File: src/rtl/uart_packet_parser.sv
// uart_packet_parser
// Frames the UART receiver byte stream into 5-byte command packets:
// sync, command, payload high, payload low, XOR checksum. Good frames
// update the command/payload outputs; bad-checksum frames and frames
// stalled mid-packet are dropped and flagged with a one-cycle pulse.

module uart_packet_parser #(
    parameter int unsigned INPUT_CLOCK_FREQ = 100_000_000,
    parameter int unsigned BAUD_RATE        = 9600,
    parameter logic [7:0]  SYNC_BYTE        = 8'hA5,
    parameter int unsigned TIMEOUT_BYTES    = 4
) (
    input  logic        clk_in,
    input  logic        rst_in,
    input  logic        new_data_in,
    input  logic [7:0]  data_byte_in,
    output logic [7:0]  cmd_out,
    output logic [15:0] payload_out,
    output logic        cmd_valid_out,
    output logic        chk_err_out,
    output logic        timeout_err_out,
    output logic        busy_out
);

    // Line timing derived from the clock and baud rate. A byte on the wire
    // is 10 bit periods (start + 8 data + stop).
    localparam int unsigned BAUD_BIT_PERIOD = INPUT_CLOCK_FREQ / BAUD_RATE;
    localparam int unsigned TIMEOUT_CYCLES  = TIMEOUT_BYTES * 10 * BAUD_BIT_PERIOD;
    localparam logic [31:0] TIMEOUT_LAST    = 32'(TIMEOUT_CYCLES - 1);

    typedef enum logic [2:0] {
        ST_IDLE    = 3'd0,
        ST_GET_CMD = 3'd1,
        ST_GET_HI  = 3'd2,
        ST_GET_LO  = 3'd3,
        ST_GET_CHK = 3'd4
    } state_t;

    // Frame checksum: XOR of command and both payload bytes.
    function automatic logic [7:0] frame_checksum(
        input logic [7:0] cmd_byte,
        input logic [7:0] hi_byte,
        input logic [7:0] lo_byte
    );
        return cmd_byte ^ hi_byte ^ lo_byte;
    endfunction

    // State and shadow registers
    state_t      state_r;
    state_t      state_s;
    logic [7:0]  cmd_sh_r;
    logic [7:0]  cmd_sh_s;
    logic [7:0]  hi_sh_r;
    logic [7:0]  hi_sh_s;
    logic [7:0]  lo_sh_r;
    logic [7:0]  lo_sh_s;
    logic [31:0] gap_cnt_r;
    logic [31:0] gap_cnt_s;

    // Output registers and their next values
    logic [7:0]  cmd_r;
    logic [7:0]  cmd_s;
    logic [15:0] payload_r;
    logic [15:0] payload_s;
    logic        cmd_valid_r;
    logic        cmd_valid_s;
    logic        chk_err_r;
    logic        chk_err_s;
    logic        timeout_err_r;
    logic        timeout_err_s;
    logic        busy_r;
    logic        busy_s;

    // Gap limit reached this cycle; a strobe in the same cycle takes priority.
    logic        gap_expired_s;

    // Next-state, shadow capture, gap counting and result pulse generation.
    always_comb begin
        state_s       = state_r;
        cmd_sh_s      = cmd_sh_r;
        hi_sh_s       = hi_sh_r;
        lo_sh_s       = lo_sh_r;
        gap_cnt_s     = gap_cnt_r;
        cmd_s         = cmd_r;
        payload_s     = payload_r;
        cmd_valid_s   = 1'b0;
        chk_err_s     = 1'b0;
        timeout_err_s = 1'b0;
        gap_expired_s = 1'b0;

        // The counter only runs while a frame is in progress and restarts
        // on every received byte.
        if (state_r == ST_IDLE) begin
            gap_cnt_s = 32'd0;
        end else if (new_data_in) begin
            gap_cnt_s = 32'd0;
        end else begin
            gap_cnt_s = gap_cnt_r + 32'd1;
        end

        if ((state_r != ST_IDLE) && !new_data_in && (gap_cnt_r == TIMEOUT_LAST)) begin
            gap_expired_s = 1'b1;
        end else begin
            gap_expired_s = 1'b0;
        end

        case (state_r)
            ST_IDLE: begin
                // Only the sync byte opens a frame; anything else is noise.
                if (new_data_in && (data_byte_in == SYNC_BYTE)) begin
                    state_s = ST_GET_CMD;
                end else begin
                    state_s = ST_IDLE;
                end
            end

            ST_GET_CMD: begin
                if (new_data_in) begin
                    cmd_sh_s = data_byte_in;
                    state_s  = ST_GET_HI;
                end else if (gap_expired_s) begin
                    timeout_err_s = 1'b1;
                    gap_cnt_s     = 32'd0;
                    state_s       = ST_IDLE;
                end else begin
                    state_s = ST_GET_CMD;
                end
            end

            ST_GET_HI: begin
                if (new_data_in) begin
                    hi_sh_s = data_byte_in;
                    state_s = ST_GET_LO;
                end else if (gap_expired_s) begin
                    timeout_err_s = 1'b1;
                    gap_cnt_s     = 32'd0;
                    state_s       = ST_IDLE;
                end else begin
                    state_s = ST_GET_HI;
                end
            end

            ST_GET_LO: begin
                if (new_data_in) begin
                    lo_sh_s = data_byte_in;
                    state_s = ST_GET_CHK;
                end else if (gap_expired_s) begin
                    timeout_err_s = 1'b1;
                    gap_cnt_s     = 32'd0;
                    state_s       = ST_IDLE;
                end else begin
                    state_s = ST_GET_LO;
                end
            end

            ST_GET_CHK: begin
                if (new_data_in) begin
                    // Frame is complete either way; only a match publishes it.
                    state_s = ST_IDLE;
                    if (data_byte_in == frame_checksum(cmd_sh_r, hi_sh_r, lo_sh_r)) begin
                        cmd_s       = cmd_sh_r;
                        payload_s   = {hi_sh_r, lo_sh_r};
                        cmd_valid_s = 1'b1;
                    end else begin
                        chk_err_s = 1'b1;
                    end
                end else if (gap_expired_s) begin
                    timeout_err_s = 1'b1;
                    gap_cnt_s     = 32'd0;
                    state_s       = ST_IDLE;
                end else begin
                    state_s = ST_GET_CHK;
                end
            end

            default: begin
                // Unreachable encodings recover to a clean idle state.
                state_s   = ST_IDLE;
                gap_cnt_s = 32'd0;
            end
        endcase

        busy_s = (state_s != ST_IDLE);
    end

    // State, shadow, counter and output registers with synchronous active-low reset.
    always_ff @(posedge clk_in) begin
        if (!rst_in) begin
            state_r       <= ST_IDLE;
            cmd_sh_r      <= 8'h00;
            hi_sh_r       <= 8'h00;
            lo_sh_r       <= 8'h00;
            gap_cnt_r     <= 32'd0;
            cmd_r         <= 8'h00;
            payload_r     <= 16'h0000;
            cmd_valid_r   <= 1'b0;
            chk_err_r     <= 1'b0;
            timeout_err_r <= 1'b0;
            busy_r        <= 1'b0;
        end else begin
            state_r       <= state_s;
            cmd_sh_r      <= cmd_sh_s;
            hi_sh_r       <= hi_sh_s;
            lo_sh_r       <= lo_sh_s;
            gap_cnt_r     <= gap_cnt_s;
            cmd_r         <= cmd_s;
            payload_r     <= payload_s;
            cmd_valid_r   <= cmd_valid_s;
            chk_err_r     <= chk_err_s;
            timeout_err_r <= timeout_err_s;
            busy_r        <= busy_s;
        end
    end

    assign cmd_out         = cmd_r;
    assign payload_out     = payload_r;
    assign cmd_valid_out   = cmd_valid_r;
    assign chk_err_out     = chk_err_r;
    assign timeout_err_out = timeout_err_r;
    assign busy_out        = busy_r;

endmodule
File: config.mk
export PLATFORM = sky130hd
export DESIGN_NAME = uart_packet_parser
export DESIGN_NICKNAME = d
export VERILOG_FILES = /design/src/rtl/uart_packet_parser.sv
export SDC_FILE = /design/constraint.sdc
export NUM_CORES = 1
export LEC_CHECK = 0
export CORE_MARGIN = 3
export CORE_UTILIZATION = 50
export DETAILED_ROUTE_END_ITERATION = 7
export GPL_ROUTABILITY_DRIVEN = 0
export PLACE_DENSITY = 0.71
export REMOVE_ABC_BUFFERS = 1
export SLEW_MARGIN = 20
export SYNTH_ARGS = -nofsm -noshare
export SYNTH_HDL_FRONTEND = slang
export SYNTH_SLANG_ARGS = --single-unit
File: constraint.sdc
create_clock -name clk_in -period 5 [get_ports clk_in]
set_input_delay 1 -clock clk_in [delete_from_list [all_inputs] [get_ports clk_in]]
set_output_delay 1 -clock clk_in [all_outputs]
set_load 0.01 [all_outputs]
==> metrics, run 1 <==
Final Routed Wirelength 7300 um; fmax 0.313 GHz; P_sw 0.266 mW; nets@finish 481; Hold Crit Class reg2reg; kind of cell adding the most delay to the critical path buffers and inverters; largest net degree at the start of global routing 74; die height 94.3 um; Die Area 8890 sq um; grt ovf 0; Post-CTS Hold Buffers 0; Detail Route Antenna Nets 0; Core Region 7410 sq um; most common cell after layout, fill and taps aside nand2_1; Max-cap violations 0; Fin. Hold Viols 0; synth warn 0; CTS clk-pin slew, worst paths 0.09 ns; synthesized instance count 443; Tmin final 3.20 ns; Worst Path Arrival 3.47 ns; global-route wire length before repair 12600 um; ratio of final minimum period to clock period 64.0%; post-cts gate resize count 0; drt pass-1 iters 4; Hold Path Depth 2; Main synth FF type dfxtp_1; clock sink count 87; Placed Instance Area 4300 sq um; # Post-CTS Setup Buffers 0; Comb pwr share 2.6%; detailed placer's ending HPWL 4840 um; drt initial violations 113; vias per cell 5.16; H-Tree Depth 3; Post-synth EDFFs 0; CP Cell Sequence clkdlybuf4s50_1 -> xor2_1 -> xnor2_1 -> nand4_1 -> nor4_4 -> buf_4 -> mux2i_1; share of cells above drive strength 1 4.85%; Clk Latency, worst-skew pair 0.35 ns; CTS tree done; vias in the first global route 2833; Die Wd 94.3 um; TritonCTS Buffers 9; via count 2956; cell area after synthesis 3900 sq um; register area share after synthesis 44.7%; Final Skew 0.0110 ns; Design Area, Final 4550 sq um; Switching Share 20.1%; Worst EP required 5.27 ns; critical path capture point type register; WP depth 7; Syn-to-layout area delta 16.8%; commonest non-fill, non-tap cells in the layout nand2_1 (89), dfxtp_1 (87), xnor2_1 (43); max incr delay on CP 0.76 ns; wire per inst 12.7 um; Max FO, Critical Path 15; CTS Root Cell clkbuf_8; Worst-Margin Slew 0.864 ns; Leakage 1.36 nW; GRT Total Usage 17.9%; CP startpoint kind input port; crit path kind in2reg; Max Slew Vio Count 0; crit path buf inv count 2; FF+latch count, synth 87; antenna violations before repair 0; clock share of power 44.9%; worst reg2reg path depth 5; effective utilization at floorplan 52.6%; Cell Int Power 1.05 mW; Fillers 624; worst vdd ir 0.138 mV; Antenna diodes 0; RSZ-0062 raised after global routing no; Netlist cell types 36; DRC errors left 0; post-synthesis async set-or-reset flop share 0%; setup TNS 0 ns; port bufs 38; status complete, no violations; Max stage delay cell, worst path nor4_4; Rel. slew slack 41.9%; Avg Cell Area, Syn 8.80 sq um; sequential power share 52.5%; power per cell area 290 nW/um^2; Row Count 31; clock tree buffer depth 2; Final setup viols 0; IO Count 39
[worst min-delay path: cells and delay by family, from the launching register on]
| family | cells | cell delay [ns] |
|---|---|---|
| DFF | 1 | 0.32 |
| muxes | 1 | 0.05 |
| and+or+nand+nor | 1 | 0.05 |
[power groups by stage]
stage                     clock network [mW]  logic [mW]  registers [mW]
after floorplan                            0      0.0122           0.709
after global placement                     0      0.0341           0.709
after detailed placement                   0      0.0344           0.709
after CTS                              0.609      0.0346           0.692
after global routing                   0.637      0.0372           0.693
final                                  0.592      0.0346           0.692
[final cells by class]
class,instances,area (sq um),share of cell area (%)
Inverter,6,22.5,0.495
Tap cell,99,124,2.72
Multi-Input combinational cell,324,2020,44.3
Timing Repair Buffer,41,398,8.75
Clock inverter,5,105,2.31
Clock buffer,11,141,3.11
Sequential cell,87,1740,38.3
[synthesized netlist by cell type, types with 2 or more instances]
library cell / count / area share [%]
nor4bb_1: 3 / 0.77
nor4b_1: 3 / 0.67
buf_2: 7 / 0.90
nand2_1: 89 / 8.6
or3_1: 2 / 0.32
nand3_1: 13 / 1.7
buf_6: 2 / 0.58
and3_1: 6 / 0.96
dfxtp_1: 87 / 45
nor2_1: 42 / 4.0
mux2i_1: 32 / 8.2
clkbuf_1: 17 / 1.6
xor2_1: 12 / 2.7
a21boi_1: 16 / 3.1
and4_1: 4 / 0.90
a21oi_1: 3 / 0.39
inv_1: 6 / 0.58
xnor2_1: 43 / 9.7
nand2b_1: 4 / 0.64
nand4_1: 9 / 1.4
nor3_1: 10 / 1.3
nor4_1: 10 / 1.6
nor2b_1: 10 / 1.6
[through the flow]
step | instances | util [%] | worst slack (ns) | power [mW] | hold slack (ns)
2_1_floorplan | 417 | - | 1.99 | 0.721 | 0.460
6_report | 573 | 61.4 | 1.80 | 1.32 | 0.460
3_5_place_dp | 557 | 58.1 | 1.39 | 0.743 | 0.448
5_1_grt | 573 | 61.4 | 1.61 | 1.37 | 0.471
3_3_place_gp | 557 | 58.1 | 1.48 | 0.743 | 0.442
4_1_cts | 573 | 61.4 | 1.74 | 1.34 | 0.461
[metal layers]
metal	track usage (%)	part of all wire, %	wire length [um]	vias up
met5	0	0	0	-
met1	22.6	48	3520	1380
met4	6.26	1.2	87	0
met3	4.17	3.6	262	9
li1	-	-	-	1522
met2	29.7	47	3430	45
[cells by family (layout without fill, tap and decap cells)]
family	after synthesis	in the layout	share of synthesized area (%)
AOI/OAI and AO/OA	23	23	4.24
xor gates and xnor gates	55	55	12.4
adders and majority gates	1	1	0.321
buffers and inverters	32	63	3.69
DFF	87	87	44.7
muxes	32	32	8.22
and+or+nand+nor	213	213	26.5
[final timing paths]
path	start	endpoint	slack [ns]
worst min-delay path	payload_out[0]$_SDFFE_PN0P_	payload_out[0]$_SDFFE_PN0P_	0.46
worst max-delay path	data_byte_in[1]	cmd_out[5]$_SDFFE_PN0P_	1.80
worst max register to register	gap_cnt_r[0]$_SDFF_PN0_	gap_cnt_r[5]$_SDFF_PN0_	2.45
worst min register to register	payload_out[0]$_SDFFE_PN0P_	payload_out[0]$_SDFFE_PN0P_	0.46
[flip-flops by register name, summed over array words and instances, names as in the netlist, 3 cells and up]
signal and cells:
gap_cnt_r 32, state_r 3, payload_out 16, hi_sh_r 8, lo_sh_r 8, cmd_out 8
cmd_sh_r 8
No activity file was read; power rests on OpenSTA's default activity.
==> inputs of run 2 (changes only) <==
clock period = 3.3 ns   (was 5 ns; I/O delays follow)
==> metrics, run 2 (synthesized netlist as in run 1, its figures left out) <==
status complete, no violations; Tmin final 2.38 ns; Detail Route Antenna Nets 0; Final setup viols 0; max reg flops 32; CTS tree done; Clk Latency, worst-skew pair 0.35 ns; H-Tree Depth 3; antenna violations before repair 0; Fillers 653; commonest non-fill, non-tap cells in the layout nand2_1 (89), dfxtp_1 (87), xnor2_1 (43); TritonCTS Buffers 9; setup TNS 0 ns; IO Count 39; Core Util, Final 61.6%; Design Area, Final 4560 sq um; port bufs 38; DRC errors left 0; # Post-CTS Setup Buffers 0; Worst EP required 3.58 ns; Max FO, Critical Path 21; Leakage 1.38 nW; Layout Cells excl Fill 577; Core Region 7410 sq um; Post-CTS Hold Buffers 0; most common cell after layout, fill and taps aside nand2_1; vias in the first global route 2953; CTS Root Cell clkbuf_8; clock tree buffer depth 2; worst reg2reg path depth 6; critical path capture point type register; Row Count 31; Antenna diodes 0; Final Skew 0.0130 ns; effective utilization at floorplan 52.6%; multi-input logic area 2020 sq um; via count 2999; CP startpoint kind input port; largest register by flop count gap_cnt_r; grt ovf 0; drt initial violations 118; crit path kind in2reg; nets@finish 485; share of cells above drive strength 1 5.44%; CTS clk-pin slew, worst paths 0.09 ns; Max Slew Vio Count 0; Worst Path Arrival 2.66 ns; Rel. slew slack 53.5%; Sequential Area 1740 sq um; dpl cells 561; Final Routed Wirelength 7470 um; wire per inst 12.9 um; GRT Total Usage 18.4%; Syn-to-layout area delta 17.1%; Worst-Margin Slew 0.696 ns; post-cts gate resize count 0; worst vdd ir 0.237 mV; power per cell area 426 nW/um^2; ratio of final minimum period to clock period 72.2%; global-route wire length before repair 13000 um; die height 94.3 um; vias per cell 5.20; Fin. Hold Viols 0; total chip power 1.95 mW; RSZ-0062 raised after global routing no; largest net degree at the start of global routing 48; clock sink count 87; Die Area 8890 sq um; Hold Crit Class reg2reg; Die Wd 94.3 um; detailed placer's ending HPWL 5050 um; fmax 0.420 GHz; Hold Path Depth 2; Max-cap violations 0; Placed Instance Area 4330 sq um; drt pass-1 iters 4
run 2: changes by cell type in the layout (fill, tap and decap cells not counted):
| cell | previous run | this run |
|---|---|---|
| buf_4 | 3 | 7 |
| bufinv_16 | 3 | 2 |
| clkinvlp_4 | 2 | 1 |
| or2_1 | 0 | 1 |
| inv_6 | 0 | 1 |
| or2_2 | 1 | 0 |
| clkbuf_8 | 10 | 11 |
run 2: metrics by stage:
step                hold slack, ns  setup slack [ns]
finish                       0.461             0.918
global route                 0.482             0.779
CTS                          0.464             0.913
detailed placement           0.445             0.559
global placement             0.442             0.638
floorplan                    0.460             0.629
run 2: area by class of cell:
| type | count | share of cell area, % |
|---|---|---|
| multi-input cells | 324 | 44.2 |
| flip-flops and latches | 87 | 38.2 |
| repair buffers | 45 | 9.37 |
| clock buffers | 12 | 3.40 |
| well taps | 99 | 2.71 |
| clock inverters | 4 | 1.67 |
| inverters | 6 | 0.493 |
run 2: metal layers:
metal	GRT usage, %	routed length (um)	part of all wire (%)	vias up
met5	0	0	0	-
met4	8.42	132	1.8	0
met3	3.21	221	3.0	11
met2	31.5	3620	48	41
met1	22.4	3500	47	1411
li1	-	-	-	1536
run 2: final timing paths:
| path | from | end | slack [ns] |
|---|---|---|---|
| setup / recovery | data_byte_in[0] | payload_out[5]$_SDFFE_PN0P_ | 0.92 |
| hold / removal | payload_out[14]$_SDFFE_PN0P_ | payload_out[14]$_SDFFE_PN0P_ | 0.46 |
| setup reg to reg | gap_cnt_r[14]$_SDFF_PN0_ | gap_cnt_r[11]$_SDFF_PN0_ | 1.13 |
| hold reg to reg | payload_out[14]$_SDFFE_PN0P_ | payload_out[14]$_SDFFE_PN0P_ | 0.46 |
run 2: power by group:
group,total [mW],switching [mW],internal [mW]
Combinational,0.0527,0.0291,0.0236
Sequential,1.05,0.000211,1.05
Clock,0.844,0.373,0.471
run 2: critical path, stage by stage:
cell and delay [ns]:
clkdlybuf4s50_1 0.60, xnor2_1 0.17, xnor2_1 0.15, nand4_1 0.19, nor4_4 0.27, buf_4 0.37
mux2i_1 0.23
